**src/rtl/alarm_ctrl.sv**
```systemverilog
// Alarm clock controller: seconds/minutes/hours timekeeping, time and alarm
// setting, ring with 60-second timeout, and minute-based snooze.
//
// state     | meaning
// RUN       | normal timekeeping, alarm match armed when alarm_on
// SET_TIME  | time frozen, sec held at 0, adv_min/adv_hr edit time
// SET_ALARM | time runs, adv_min/adv_hr edit alarm time
// RING      | buzzer on, times out after 60 ticks
// SNOOZE    | buzzer off, returns to RING after SNOOZE_MIN minute rollovers
module alarm_ctrl #(
  parameter int HRS        = 24,
  parameter int SNOOZE_MIN = 9
) (
  input  logic       clk,
  input  logic       rst,
  input  logic       tick,
  input  logic       set_time,
  input  logic       set_alarm,
  input  logic       adv_min,
  input  logic       adv_hr,
  input  logic       alarm_on,
  input  logic       snooze,
  input  logic       stop,
  output logic [6:0] sec,
  output logic [6:0] min,
  output logic [6:0] hr,
  output logic [6:0] al_min,
  output logic [6:0] al_hr,
  output logic       buzz,
  output logic [2:0] state
);

  typedef enum logic [2:0] {
    RUN       = 3'd0,
    SET_TIME  = 3'd1,
    SET_ALARM = 3'd2,
    RING      = 3'd3,
    SNOOZE    = 3'd4
  } state_t;

  localparam logic [6:0] HR_MAX   = 7'(HRS - 1);
  localparam logic [5:0] SNZ_LOAD = 6'(SNOOZE_MIN);

  state_t     st;
  logic [5:0] ring_cnt;
  logic [5:0] snz_cnt;

  logic       sec_wrap, min_wrap, hr_wrap, min_roll, match;
  logic [6:0] sec_nx, min_nx, hr_nx;
  logic [6:0] min_adv, hr_adv, al_min_adv, al_hr_adv;

  assign state = st;

  always_comb begin
    sec_wrap   = (sec == 7'd59);
    min_wrap   = (min == 7'd59);
    hr_wrap    = (hr == HR_MAX);
    min_roll   = tick && sec_wrap;
    sec_nx     = tick ? (sec_wrap ? 7'd0 : sec + 7'd1) : sec;
    min_nx     = min_roll ? (min_wrap ? 7'd0 : min + 7'd1) : min;
    hr_nx      = (min_roll && min_wrap) ? (hr_wrap ? 7'd0 : hr + 7'd1) : hr;
    // Match is judged on the post-tick time so RING starts with the update.
    match      = alarm_on && tick && (sec_nx == 7'd0) &&
                 (min_nx == al_min) && (hr_nx == al_hr);
    min_adv    = adv_min ? (min_wrap ? 7'd0 : min + 7'd1) : min;
    hr_adv     = adv_hr ? (hr_wrap ? 7'd0 : hr + 7'd1) : hr;
    al_min_adv = adv_min ? ((al_min == 7'd59) ? 7'd0 : al_min + 7'd1) : al_min;
    al_hr_adv  = adv_hr ? ((al_hr == HR_MAX) ? 7'd0 : al_hr + 7'd1) : al_hr;
  end

  always_ff @(posedge clk or negedge rst) begin
    if (!rst) begin
      st       <= RUN;
      buzz     <= 1'b0;
      sec      <= 7'd0;
      min      <= 7'd0;
      hr       <= 7'd0;
      al_min   <= 7'd0;
      al_hr    <= 7'd0;
      ring_cnt <= 6'd0;
      snz_cnt  <= 6'd0;
    end else begin
      case (st)
        RUN: begin
          if (set_time) begin
            st  <= SET_TIME;
            sec <= 7'd0;
          end else begin
            sec <= sec_nx;
            min <= min_nx;
            hr  <= hr_nx;
            if (set_alarm) begin
              st <= SET_ALARM;
            end else if (match) begin
              st       <= RING;
              buzz     <= 1'b1;
              ring_cnt <= 6'd0;
            end
          end
        end
        SET_TIME: begin
          sec <= 7'd0;
          min <= min_adv;
          hr  <= hr_adv;
          if (!set_time) st <= RUN;
        end
        SET_ALARM: begin
          sec    <= sec_nx;
          min    <= min_nx;
          hr     <= hr_nx;
          al_min <= al_min_adv;
          al_hr  <= al_hr_adv;
          if (!set_alarm) st <= RUN;
        end
        RING: begin
          sec <= sec_nx;
          min <= min_nx;
          hr  <= hr_nx;
          if (stop || !alarm_on) begin
            st   <= RUN;
            buzz <= 1'b0;
          end else if (snooze) begin
            st      <= SNOOZE;
            buzz    <= 1'b0;
            snz_cnt <= SNZ_LOAD;
          end else if (tick) begin
            if (ring_cnt == 6'd59) begin
              st       <= RUN;
              buzz     <= 1'b0;
              ring_cnt <= 6'd0;
            end else begin
              ring_cnt <= ring_cnt + 6'd1;
            end
          end
        end
        SNOOZE: begin
          sec <= sec_nx;
          min <= min_nx;
          hr  <= hr_nx;
          if (stop || !alarm_on) begin
            st <= RUN;
          end else if (min_roll) begin
            if (snz_cnt <= 6'd1) begin
              st       <= RING;
              buzz     <= 1'b1;
              ring_cnt <= 6'd0;
              snz_cnt  <= 6'd0;
            end else begin
              snz_cnt <= snz_cnt - 6'd1;
            end
          end
        end
        default: begin
          st   <= RUN;
          buzz <= 1'b0;
        end
      endcase
    end
  end

endmodule

```
**config.mk**
```make
export PLATFORM = sky130hd
export DESIGN_NAME = alarm_ctrl
export DESIGN_NICKNAME = d
export VERILOG_FILES = /design/src/rtl/alarm_ctrl.sv
export SDC_FILE = /design/constraint.sdc
export NUM_CORES = 1
export LEC_CHECK = 0
export ABC_AREA = 1
export BUFFER_PORTS_ARGS = -buffer_cell sky130_fd_sc_hd__buf_4
export CORE_UTILIZATION = 53
export CTS_BUF_LIST = sky130_fd_sc_hd__clkbuf_16
export CTS_CLUSTER_DIAMETER = 40
export CTS_CLUSTER_SIZE = 24
export DETAILED_ROUTE_END_ITERATION = 16
export PLACE_DENSITY_LB_ADDON = 0.05
export SYNTH_ARGS = -nofsm -noshare
export SYNTH_HDL_FRONTEND = slang
export SYNTH_SLANG_ARGS = --single-unit
```
**constraint.sdc**
```tcl
create_clock -name clk -period 2.25 [get_ports clk]
set_input_delay 0.45 -clock clk [delete_from_list [all_inputs] [get_ports clk]]
set_output_delay 0.45 -clock clk [all_outputs]
set_load 0.02 [all_outputs]
```
==> impl_summary.log <==
INFO  metric synth_xor_xnor_area_share = 0.0296
INFO  metric floorplan.initialDensity = 0.557
INFO  metric final.setup.tns = -37.5 ps
INFO  metric cts_tree = done
INFO  metric dp.cells = 749
INFO  metric multiInputGateArea = 2360 um^2
INFO  metric layout_cells_sized_above_1 = 0.245
INFO  metric ys_async_sr_fraction = 1.00
INFO  metric fp.coreArea = 6910 um^2
INFO  metric timing.rr.start = sec[1]
INFO  metric number_of_flops_mapped_to_enable_cells_by_yosys = 0
INFO  metric post_synth_and_or_nand_nor_area_fraction = 0.398
INFO  metric detail_route.wirelength = 11000 um
INFO  metric synth.lib_cells_used.distinct = 41
INFO  metric yosysWarnings = 0
INFO  metric synthesis.area = 3850 um^2
INFO  metric post-route-drc-count = 0
INFO  metric antenna_violating_nets_post_route = 0
INFO  metric first_global_vias = 3835
INFO  metric yosys-mux-area-fraction = 0
INFO  metric adder_cell_share_of_the_synthesized_area = 0.0260
INFO  metric maxSlewViolCount = 0
INFO  metric cp-end-kind = flip-flop
INFO  metric grt_first_pass_wirelength = 17600 um
INFO  metric dpl.hpwl = 8080 um
INFO  metric fin_clk_skew = 10.0 ps
INFO  metric number_of_max_capacitance_violations_reported = 0
INFO  metric placement.cell_area = 4570 um^2
INFO  metric num_io_pins = 49
INFO  metric regToRegEndpoint = ring_cnt[4]
INFO  metric vdd_ir_drop_max = 0.788 mV
INFO  metric reg2reg_depth = 16
INFO  metric cts_root_buffer = clkbuf_16
INFO  metric slew-limit-headroom = 0.554
INFO  metric post-route-cell-area = 4950 um^2
INFO  metric period_utilization_post_route = 1.01
INFO  metric num_antenna_cells = 0
INFO  metric pwrdens = 1250 nW/um^2
INFO  metric detailroute.via_count = 4178
INFO  metric hold_class = input port to asynchronous set/reset pin
INFO  metric clock.fmax = 442 MHz
INFO  metric placementRows = 30
INFO  metric firstDrtPassIters = 5
INFO  metric worst-path-max-fanout = 6
INFO  metric ff2ff_setup_slack = -10 ps
INFO  metric ctsHoldBuffers = 0
INFO  metric synth_top_cell_area_share = 0.331
INFO  metric via_per_inst = 5.43
INFO  metric synth_sequential_area_ratio = 0.331
INFO  metric worst_setup_path_start_kind = flip-flop
INFO  metric nNetsFinal = 691
INFO  metric cp.required = 2430 ps
INFO  metric finish.cell_count_without_fillers = 770
INFO  metric top_cells_by_area_synth = dfrtp_1 33%, nand2_1 16%, nand3_1 7.5%, inv_1 7.4%, nor2_1 6.0%
INFO  metric synth_top_family_by_area = simple AND/OR/NAND/NOR gates
INFO  metric flip_flop_cell_with_the_highest_count_after_synthesis = dfrtp_1
INFO  metric cts.clk_slew.worst_paths = 70 ps
INFO  metric drt_iter0_drc = 236
INFO  metric setup.worst_path.class = flip-flop to flip-flop
INFO  metric numClockSinks = 51
INFO  metric port-buffer-count = 48
INFO  metric cells_after_synth = 574
INFO  metric synth_top_area_cell = dfrtp_1
INFO  metric synth.avg_cell_area = 6.71 um^2
INFO  metric gr-total-overflow = 0
INFO  metric cp_data_arrival_time = 2440 ps
INFO  metric count_of_state_elements_after_synthesis = 51
INFO  metric ctsLongestPathBuffers = 2
INFO  metric final.fill_count = 596
INFO  metric timing.critical_path.from = sec[1]
INFO  metric fin_hold_viols = 0
INFO  metric timing_worst_slew_pin_value = 669 ps
INFO  metric run_status = complete, but fails checks
INFO  metric cts.htree.levels = 2
INFO  metric grt_start_max_net_pins = 52
INFO  metric syn_nets = 592
INFO  metric finalSetupViolCount = 5
INFO  metric rsz0062_at_grt = true
INFO  metric die_area = 7610 um^2
INFO  metric hold-worst-slack = 185 ps
INFO  metric post-route-min-period = 2260 ps
INFO  metric violated_checks = negative setup slack
INFO  metric cp-endpoint = ring_cnt[4]
INFO  metric clock_insertion_delay_worst_skew = 290 ps
INFO  metric synth-compound-area-share = 0.116
INFO  metric power.leakage = 2.50 nW
INFO  metric area_grow_syn2layout = 28.7%
INFO  metric worst_slack = -14.3 ps
INFO  metric gpl.final_weighted_congestion = 0.968
INFO  metric regArea = 1280 um^2
INFO  metric antenna_found_initial = 0
INFO  metric chipWidth = 87.2 um
INFO  metric final_core_utilization = 0.717
INFO  metric cts-buffers-inserted = 5
INFO  metric post_drt_wl_per_cell = 14.3 um
INFO  metric die_h = 87.2 um
INFO  metric globalRouteTotalUtil = 0.296
[area by class of cell]
class	instances	area share
Clock inverter	3	0.00253
Timing Repair Buffer	99	0.152
Clock buffer	5	0.0253
Multi-Input combinational cell	436	0.477
Inverter	80	0.0606
Tap cell	96	0.0242
Sequential cell	51	0.258
[sequential cells by signal (all words and copies together), names as in the netlist]
name      flops
state         3
min           7
hr            7
ring_cnt      6
al_hr         7
snz_cnt       6
sec           7
buzz          1
al_min        7
[metrics by stage]
| stage | worst slack [ps] | total power [mW] |
|---|---|---|
| after floorplan | 59.9 | 3.87 |
| after global placement | 54.1 | 5.16 |
| after detailed placement | -19.7 | 5.24 |
| after CTS | 1.22 | 6.03 |
| after global routing | -190 | 6.68 |
| final | -14.3 | 6.20 |
[worst min-delay path by stage]
stage | endpoint | startpoint | cells past startpoint | slack (ps)
floorplan | al_hr[0] | rst | 0 | 150
global placement | buzz | buzz | 2 | 480
detailed placement | buzz | buzz | 2 | 480
CTS | state[2] | rst | 1 | 220
global route | sec[0] | rst | 1 | 260
finish | sec[6] | rst | 1 | 180
[per-layer routing]
metal	track usage	up-vias	routed length, um
met5	0	-	0
met3	0.0379	23	735
met1	0.389	1921	4760
li1	-	2078	-
met4	0.0894	0	209
met2	0.507	156	5300
[cell families after synthesis]
kind of cell	count (synthesis)
AO/OA/AOI/OAI	76
buffers and inverters	91
flip-flops	51
AND/OR/NAND/NOR	335
XOR/XNOR	13
adder cells (fa/ha/maj)	8
[Yosys cell counts (2+ instances only)]
master,number
clkbuf_1,2
buf_2,3
nor2_4,2
xnor2_1,3
o22ai_1,11
buf_6,4
nor3b_1,4
a31oi_1,2
xor2_1,10
nand2_4,3
o21ai_0,35
nor2_1,62
nand2_2,2
nand3_4,2
o31ai_1,2
nand4_1,13
nand3_1,58
nand3_2,4
o211ai_1,6
nor2_2,6
inv_2,4
inv_1,76
nand2_1,162
a21oi_1,13
nor3_1,12
ha_1,8
dfrtp_1,51
[power by group]
| part | leakage, nW | switching (mW) | internal [mW] | total [mW] |
|---|---|---|---|---|
| Combinational | 1.79 | 2.32 | 1.52 | 3.83 |
| Clock | 0.0724 | 0.328 | 0.403 | 0.731 |
| Sequential | 0.639 | 0.382 | 1.25 | 1.63 |
| Total | 2.50 | 3.03 | 3.17 | 6.20 |
[cell usage in the layout, fill, tap and decap left out, types with 3 or more instances in the layout]
master and n:
nand2_4 4, nor2_2 9, xor2_1 10, o22ai_1 11, inv_1 76, nand3_1 53, dfrtp_1 48, clkbuf_16 5
buf_4 96, o21ai_0 35, nor3b_1 4, o211ai_1 6, nor3_1 12, nor2_1 56, nand3_2 8, nor2_4 7
nand3_4 4, nand2_1 155, nand4_1 13, a21oi_1 11, nand2_2 9, buf_6 3, ha_1 6, xnor2_1 3
inv_2 5, dfrtp_2 3
[what timing repair did]
item	CTS	global route
pin swaps	4	15
cloned	2	2
setup buffers	1	8
endpoints found under the setup margin	7	20
resized for setup	8	30
[worst max-delay path, stage by stage, from the launching register on]
cell and delay (ps):
dfrtp_1 400, ha_4 170, nand2_4 50, nor2_4 130
nand3_4 180, nor2_4 210, nand2_1 70, nand3_1 60
nand2_1 60, nor2_1 120, nand2_1 80, nor2_2 110
nand3_2 120, nand2_4 130, nand3_4 110, nand2_1 80
nand2_1 50
Note: power is estimated with default switching activity, not from simulation.
